[src/rtl/fc_frame_sequencer.sv]
// Frame sequencer for one fully-connected neuron bank:
// loads an input vector, waits for the bank to settle, then drains its results.
module fc_frame_sequencer #(
  parameter int WIDTH  = 8,
  parameter int IN     = 128,
  parameter int OUT    = 10,
  parameter int ZW     = 2*WIDTH+$clog2(IN),
  parameter int DP_LAT = 0
) (
  input  logic                      clk,
  input  logic                      rst,
  input  logic                      in_valid,
  output logic                      in_ready,
  input  logic [WIDTH-1:0]          in_data,
  input  logic                      in_last,
  output logic [IN-1:0][WIDTH-1:0]  x_out,
  input  logic [OUT-1:0][ZW-1:0]    z_in,
  output logic                      out_valid,
  input  logic                      out_ready,
  output logic [ZW-1:0]             out_data,
  output logic                      out_last,
  output logic                      frame_done,
  output logic                      busy,
  output logic                      err
);

  localparam int IW = (IN  > 1) ? $clog2(IN)  : 1;
  localparam int OW = (OUT > 1) ? $clog2(OUT) : 1;
  localparam int WW = (DP_LAT > 0) ? $clog2(DP_LAT+1) : 1;

  typedef enum logic [1:0] {
    LOAD  = 2'd0,
    WAIT  = 2'd1,
    DRAIN = 2'd2
  } state_t;

  state_t state;
  state_t state_nxt;

  logic [IW-1:0]             in_idx;
  logic [OW-1:0]             out_idx;
  logic [WW-1:0]             wcnt;
  logic [IN-1:0][WIDTH-1:0]  x_buf;
  logic [OUT-1:0][ZW-1:0]    res_buf;

  logic in_fire;
  logic out_fire;
  logic in_end;
  logic out_end;
  logic wait_end;

  assign in_fire  = in_valid && in_ready;
  assign out_fire = out_valid && out_ready;
  assign in_end   = (in_idx == IW'(IN-1));
  assign out_end  = (out_idx == OW'(OUT-1));
  assign wait_end = (wcnt == '0);

  always_ff @(posedge clk) begin
    if (rst) begin
      state <= LOAD;
    end else begin
      state <= state_nxt;
    end
  end

  always_comb begin
    state_nxt = state;
    unique case (state)
      LOAD:    if (in_fire && in_end) state_nxt = WAIT;
      WAIT:    if (wait_end) state_nxt = DRAIN;
      DRAIN:   if (out_fire && out_end) state_nxt = LOAD;
      default: state_nxt = LOAD;
    endcase
  end

  always_comb begin
    in_ready  = 1'b0;
    out_valid = 1'b0;
    busy      = 1'b0;
    unique case (state)
      LOAD:  in_ready = 1'b1;
      WAIT:  busy = 1'b1;
      DRAIN: begin
        out_valid = 1'b1;
        busy      = 1'b1;
      end
      default: in_ready = 1'b0;
    endcase
  end

  assign out_last   = out_valid && out_end;
  assign frame_done = out_fire && out_end;
  assign x_out      = x_buf;

  // explicit mux keeps unused out_idx codes from indexing past OUT-1
  always_comb begin
    out_data = '0;
    for (int k = 0; k < OUT; k++) begin
      if (out_idx == OW'(k)) out_data = res_buf[k];
    end
  end

  always_ff @(posedge clk) begin
    if (rst) begin
      in_idx  <= '0;
      out_idx <= '0;
      wcnt    <= '0;
      x_buf   <= '0;
      res_buf <= '0;
      err     <= 1'b0;
    end else begin
      if (in_fire) begin
        x_buf[in_idx] <= in_data;
        in_idx        <= in_end ? '0 : in_idx + 1'b1;
        if (in_last != in_end) err <= 1'b1;
        if (in_end) wcnt <= WW'(DP_LAT);
      end
      if (state == WAIT) begin
        if (!wait_end) begin
          wcnt <= wcnt - 1'b1;
        end else begin
          res_buf <= z_in;
          out_idx <= '0;
        end
      end
      if (out_fire) begin
        out_idx <= out_end ? '0 : out_idx + 1'b1;
      end
    end
  end

endmodule

[config.mk]
export PLATFORM = sky130hd
export DESIGN_NAME = fc_frame_sequencer
export DESIGN_NICKNAME = d
export VERILOG_FILES = /design/src/rtl/fc_frame_sequencer.sv
export SDC_FILE = /design/constraint.sdc
export NUM_CORES = 2
export LEC_CHECK = 0
export ABC_AREA = 0
export BUFFER_PORTS_ARGS = -buffer_cell sky130_fd_sc_hd__buf_4
export CAP_MARGIN = 30
export CORE_AREA = 2 2 499 501
export DETAILED_ROUTE_END_ITERATION = 10
export DIE_AREA = 0 0 501 503
export SKIP_CTS_REPAIR_TIMING = 1
export SYNTH_ARGS = -nofsm -noshare
export SYNTH_HDL_FRONTEND = slang
export SYNTH_SLANG_ARGS = --single-unit
[constraint.sdc]
create_clock -name clk -period 2.4 [get_ports clk]
set_input_delay 0.36 -clock clk [delete_from_list [all_inputs] [get_ports clk]]
set_output_delay 0.36 -clock clk [all_outputs]
set_load 0.01 [all_outputs]
Word level (Yosys, flattened, before mapping). Index checks and enable logic that the tools add are counted.

Add/subtract/negate cells: 3. Magnitude comparators: 2. Equal/unequal tests: 17. Multiplexer cells: 29. Bitwise operators: 1. Reduce and logical (&&, ||, !) cells: 14.

Operators with widths (number): 1024-bit bitwise mux (1); 23-bit two-way mux (10); 8-bit demux with 7-bit select (1); 4-bit by 3-bit equality test with 1-bit output, second input constant (4); 4-bit two-way mux (4); 4-bit by 2-bit equality test with 1-bit output, second input constant (2); 4-bit equality test, second input constant (2); 7-bit by 8-bit < comparator with 1-bit output, second input constant (1); 8-bit two-way mux (1); 7-bit by 1-bit adder with 7-bit output, second input constant (1); 7-bit equality test, second input constant (1); 7-bit by 1-bit >= comparator with 1-bit output, second input constant (1); 1-bit two-way mux (7); 7-bit two-way mux (1); 1-bit logical AND (6); 2-bit two-way mux (3); 2-bit inequality test, second input constant (3); 2-bit one-hot mux with 3 select lines (1); 2-bit AND reduction (3); 4-bit by 1-bit adder with 4-bit output, second input constant (1); 4-bit by 1-bit equality test with 1-bit output, second input constant (1); 4-bit zero test (1); 3-bit AND reduction (1); 2-bit by 1-bit equality test with 1-bit output, second input constant (1); other kinds (8) (8).

Flip-flop bits (word level): 1269. Bits of input ports: 243. Output and inout port bits: 1053. Word-level logic and storage cells: 209.

Depth between registers and ports, before layout.
Depth in word-level cells: 11. Gate-level depth with buffers: 9. Mapped depth without buffers: 6.

Worst setup path before layout. No wires, ideal clock.

Kind: register -> output. Start point: register out_idx[0]. End point: output out_data[12]. Arrival time: 1740 ps. Required time: 2040 ps. Path slack: 300 ps. Stages on the path, launching flop included: 7. Buffers on the path: 4. Path through: dfxtp_1 -> buf_2 -> buf_2 -> buf_2 -> clkbuf_1 -> a221oi_1 -> o31ai_1.

Cells in the longest elaborated chain, start to end: 11. Elaborated cells between the ends (all ways): 20. Classes of those cells: eq/ne: 9; mux: 10; reduce/logical: 1.

RTL lines: from (decl) (RTL line 41) `logic [OW-1:0] out_idx;`; from (signal assigned) (RTL line 127) `out_idx <= out_end ? '0 : out_idx + 1'b1;`; 4-bit zero test (RTL line 99) `if (out_idx == OW'(k)) out_data = res_buf[k];`; 23-bit two-way mux (9 in series) (RTL line 99); 23-bit two-way mux (*) (RTL line 99); to (decl) (RTL line 20) `output logic [ZW-1:0] out_data,`.

Mark *: on every way between the ends. The rest lies on a longest branch, timed or not.

Worst setup path after layout.
Start point: register out_idx[2]. End point: output out_data[22].

The elaborated chain is that of the path after synthesis.

==> qor.log <==
[sta] minimum clock period after layout 2.889 ns
[clock_network] buffer levels on the longest clock path 3
[logic_synthesis] synthesized-area fraction occupied by adder cells 0.1035%
[hold_path] worst hold-check path type in -> reg
[sta] Max Transition Viols Final 0
[clock_network] clock transition at the registers of the reported paths 0.06 ns
[power] leakage 29.69 nW
[status] violated checks setup timing
[place] detailed-placement wirelength estimate 146600 microns
[final_layout] Area Growth Syn to Fin 48.80%
[logic_synthesis] largest cells by area after synthesis sky130_fd_sc_hd__dfxtp_1, sky130_fd_sc_hd__mux2i_1, sky130_fd_sc_hd__nor2_1
[clock_network] number of sinks driven by the clock tree 1269
[critical_path] data arrival time of the critical path 2.53 ns
[clock_network] root cell of the clock tree sky130_fd_sc_hd__clkbuf_16
[sta] setup violation total in the final timing report 25
[logic_synthesis] post-synthesis sequential element count 1269
[die] die width 501 microns
[global_routing] via count of the first global-routing pass 39309
[logic_synthesis] complex-gate fraction of the synthesized area 3.760%
[hold_path] end point of the most critical hold path x_out[588]
[critical_path] crit start category flop
[logic_synthesis] area share of the leading cell type in the synthesized netlist 52.54%
[detailed_routing] Highest Signal Layer met5
[logic_synthesis] combinational family with the most area after synthesis multiplexers
[place] Final GP Congestion 0.8993
[hold_path] worst hold path depth 3
[die] Row Count 183
[critical_path] Data required, critical path 2.04 ns
[global_routing] maximum number of pins on one net before global-route repair 132
[critical_path] CP peak stage delay 0.39 ns
[power] power density relative to cell area 637.6 mW/mm^2
[clock_network] total clock buffers created by CTS 141
[critical_path] Critical Path, Cell by Cell buf_12 > clkinvlp_4 > buf_12 > a221oi_4 > nor3_2 > a221o_2 > buf_6
[detailed_routing] number of remaining DRC errors 0
[detailed_routing] detailed router's first-iteration violation count 3066
[power] Final Total Pwr 45.88 mW
[critical_path] cell repeated most along the worst path sky130_fd_sc_hd__buf_12
[logic_synthesis] number of warnings printed during yosys synthesis 0
[logic_synthesis] post-synthesis cell type with the largest combined area sky130_fd_sc_hd__dfxtp_1
[detailed_routing] iteration count of the initial detailed-routing pass 7
[logic_synthesis] XOR/XNOR share of the synthesized area 0.1449%
[sta] headroom to the max-slew limit 45.72%
[place] post-place setup slack -0.06270 ns
[detailed_routing] routed metal-1 wire length 82950 microns
[hold_path] launch instance of the worst min-delay path in_data[4]
[status] outcome complete, but fails checks
[critical_path] depth of the worst register-to-register path 9
[critical_path] largest fanout on the critical path 22
[final_layout] proportion of layout cells with a drive suffix above 1 32.29%
[power] largest vdd supply drop 0.5584 mV
[critical_path] launch instance of the worst register-to-register path state[1]
[clock_network] H-tree levels 4
[detailed_routing] metal2 WL 97970 microns
[run] # Max-Cap Violations 0
[logic_synthesis] number of different library cells in the post-synthesis netlist 47
[sta] final setup skew 0.06740 ns
[detailed_routing] count of vias placed by the detailed router 41781
[die] number of top-level pins 1296
[sta] crit path setup slack, layout -0.4890 ns
[detailed_routing] routed via count divided by cell count 4.291
[logic_synthesis] mapped cell area 0.04836 sq mm
[logic_synthesis] fraction of the yosys area taken by sequential cells 52.54%
[sta] slew of the pin with the lowest slew margin 0.8143 ns
[critical_path] CP Capture Type output port
[die] vertical die dimension 503 microns
[global_routing] GRT Util Overall 14.99%
[sta] Hold Vio Cnt, Final 0
[detailed_routing] count of nets left with antenna violations after detail routing 0
[critical_path] slack of the worst reg-to-reg path 0.08 ns
[place] count of input and output buffers 1295
[die] die footprint 0.2520 sq mm
[critical_path] Worst path slowest cell sky130_fd_sc_hd__a221o_2
[detailed_routing] final routed wirelength across all metal layers 206400 microns
[sta] unrepaired setup endpoints after global routing true
[logic_synthesis] area fraction in and, or, nand and nor cells after synthesis 16.53%
[global_routing] final global-route overflow total 0
[detailed_routing] Routed wire per std cell 21.20 microns
[critical_path] buffers and inverters on the worst path 4
[global_routing] global-route wire length before repair 279800 microns
[logic_synthesis] multiplexer share of the synthesized area 23.33%
[sta] ratio of final minimum period to clock period 120.4%
[detailed_routing] met3 routed wirelength 16620 microns
[logic_synthesis] gate count after technology mapping 4808
[clock_network] Clk Latency, worst-skew pair 0.80 ns
[global_routing] initial antenna violation count 18
[critical_path] path type of the worst setup path reg -> out
[sta] Fmax achieved 346.1 MHz
[final_layout] total number of nets in the final design 6631
[clock_network] clock tree from TritonCTS done
[logic_synthesis] Avg Synthesized Cell Area 10.06 sq um
[critical_path] reg-to-reg critical path endpoint x_out[939]
[logic_synthesis] synthesized net count 5055
[die] floorplan core area 0.2471 sq mm
[die] starting density of the core 19.57%
[critical_path] CP top delay family buffers and inverters
## cell usage in the layout, fill, tap and decap left out, types with 4 or more instances in the layout
cell type	netlist	layout
sky130_fd_sc_hd__clkbuf_1	271	24
sky130_fd_sc_hd__dfxtp_2	0	5
sky130_fd_sc_hd__dlygate4sd3_1	0	236
sky130_fd_sc_hd__ha_1	4	4
sky130_fd_sc_hd__diode_2	0	9
sky130_fd_sc_hd__nand4bb_1	7	6
sky130_fd_sc_hd__clkinv_2	0	23
sky130_fd_sc_hd__buf_4	18	1480
sky130_fd_sc_hd__a22oi_2	0	7
sky130_fd_sc_hd__inv_1	5	5
sky130_fd_sc_hd__o31ai_4	0	9
sky130_fd_sc_hd__nor2_4	0	8
sky130_fd_sc_hd__nand4b_4	4	4
sky130_fd_sc_hd__nor3_4	101	102
sky130_fd_sc_hd__buf_6	8	24
sky130_fd_sc_hd__dfxtp_1	1269	1261
sky130_fd_sc_hd__a22oi_1	23	16
sky130_fd_sc_hd__clkinv_16	0	13
sky130_fd_sc_hd__nand2_1	471	468
sky130_fd_sc_hd__a221oi_2	0	13
sky130_fd_sc_hd__o31ai_2	0	10
sky130_fd_sc_hd__xor2_1	5	5
sky130_fd_sc_hd__clkbuf_16	0	145
sky130_fd_sc_hd__bufinv_16	0	8
sky130_fd_sc_hd__nor2_1	1058	1040
sky130_fd_sc_hd__a221oi_1	22	4
sky130_fd_sc_hd__nor2_2	0	10
sky130_fd_sc_hd__a221oi_4	0	5
sky130_fd_sc_hd__mux2i_1	1026	1026
sky130_fd_sc_hd__clkbuf_8	0	31
sky130_fd_sc_hd__buf_12	0	94
sky130_fd_sc_hd__or3_1	27	24
sky130_fd_sc_hd__mux2_2	44	43
sky130_fd_sc_hd__o31ai_1	24	5
sky130_fd_sc_hd__mux4_2	23	23
sky130_fd_sc_hd__a21oi_1	238	238
## worst register-to-register path: cells and delay by family, from the launching register on
family / cells / cell delay (ns)
flip-flops: 1 / 0.32
multiplexers: 1 / 0.21
AND/OR/NAND/NOR: 3 / 0.37
buffers and inverters: 4 / 0.99
adder cells (fa/ha/maj): 1 / 0.32
## final cells by class
class | instances | area, sq um
Inverter | 6 | 26.28
Multi-Input combinational cell | 3126 | 21780
Clock buffer | 196 | 4045
Timing Repair Buffer | 1840 | 15760
Sequential cell | 1269 | 25420
Tap cell | 3237 | 4050
Fill cell | 25401 | 175100
Antenna cell | 9 | 22.52
Clock inverter | 54 | 852.1
## worst max path at each step
stage | from | end | slack, ns | depth (start not counted)
global route | out_idx[1] | out_data[18] | -0.58 | 6
floorplan | out_idx[0] | out_data[12] | 0.30 | 6
global placement | out_idx[0] | out_data[8] | -0.04 | 5
detailed placement | out_idx[0] | out_data[8] | -0.06 | 5
finish | out_idx[2] | out_data[22] | -0.49 | 7
CTS | out_idx[0] | out_data[8] | -0.94 | 5
## synth_stat cells (all sizes together)
library cell  number
clkinv             1
a221oi            22
nor2b              4
o31ai             24
a22oi             23
nor2            1058
nor3b              1
nand2            471
and2               1
a2bb2oi            1
mux4              23
nand4bb            7
o21a               2
a221o              1
xnor2              3
buf              136
nor3             104
mux2i           1026
a21o               2
or4b               4
nand2b             5
nand3              4
clkbuf           271
ha                 4
nand4              3
dfxtp           1269
inv                5
or3b               1
or4                2
a211oi             1
mux2              44
o21ai              5
a21oi            238
nand3b             3
nand4b             4
or2                1
or3               27
xor2               5
and4               2
## power by group
| group | switching [mW] | leakage, nW | internal (mW) |
|---|---|---|---|
| Sequential | 0.0224 | 10.2 | 21.1 |
| Clock | 9.60 | 2.38 | 12.9 |
| Combinational | 1.45 | 17.1 | 0.843 |
## cells by family after synthesis
kind of cell,Yosys count
buf+inv,413
simple gates,1702
mux,1093
compound gates,319
xor+xnor,8
flops,1269
fa+ha+maj,4
## state kept, by name, summed over array words and instances, names as in the netlist
register,flops
res_buf,230
state,2
out_idx,4
in_idx,7
wcnt,1
x_out,1024
err,1
## per-layer routing
| layer | global-route usage, % | vias up |
|---|---|---|
| met5 | 0 | - |
| met1 | 17.65 | 20277 |
| met3 | 4.655 | 460 |
| met4 | 6.195 | 4 |
| met2 | 25.15 | 1793 |
| li1 | - | 19247 |
## per-stage QoR
step	instance area (sq um)	setup TNS [ns]	std cells	hold slack, ns	utilization [%]
3_5_place_dp	63670	-0.06270	9209	0.4430	25.77
4_1_cts	68560	-17.09	9459	-0.2877	27.75
2_1_floorplan	48360	0	4808	0.4329	-
3_3_place_gp	63670	-0.04378	9209	0.4404	25.77
5_1_grt	71940	-12.73	9730	0.0008749	29.12
6_report	71960	-10.08	9737	0.05021	29.13
(Power assumes the default switching activity.)
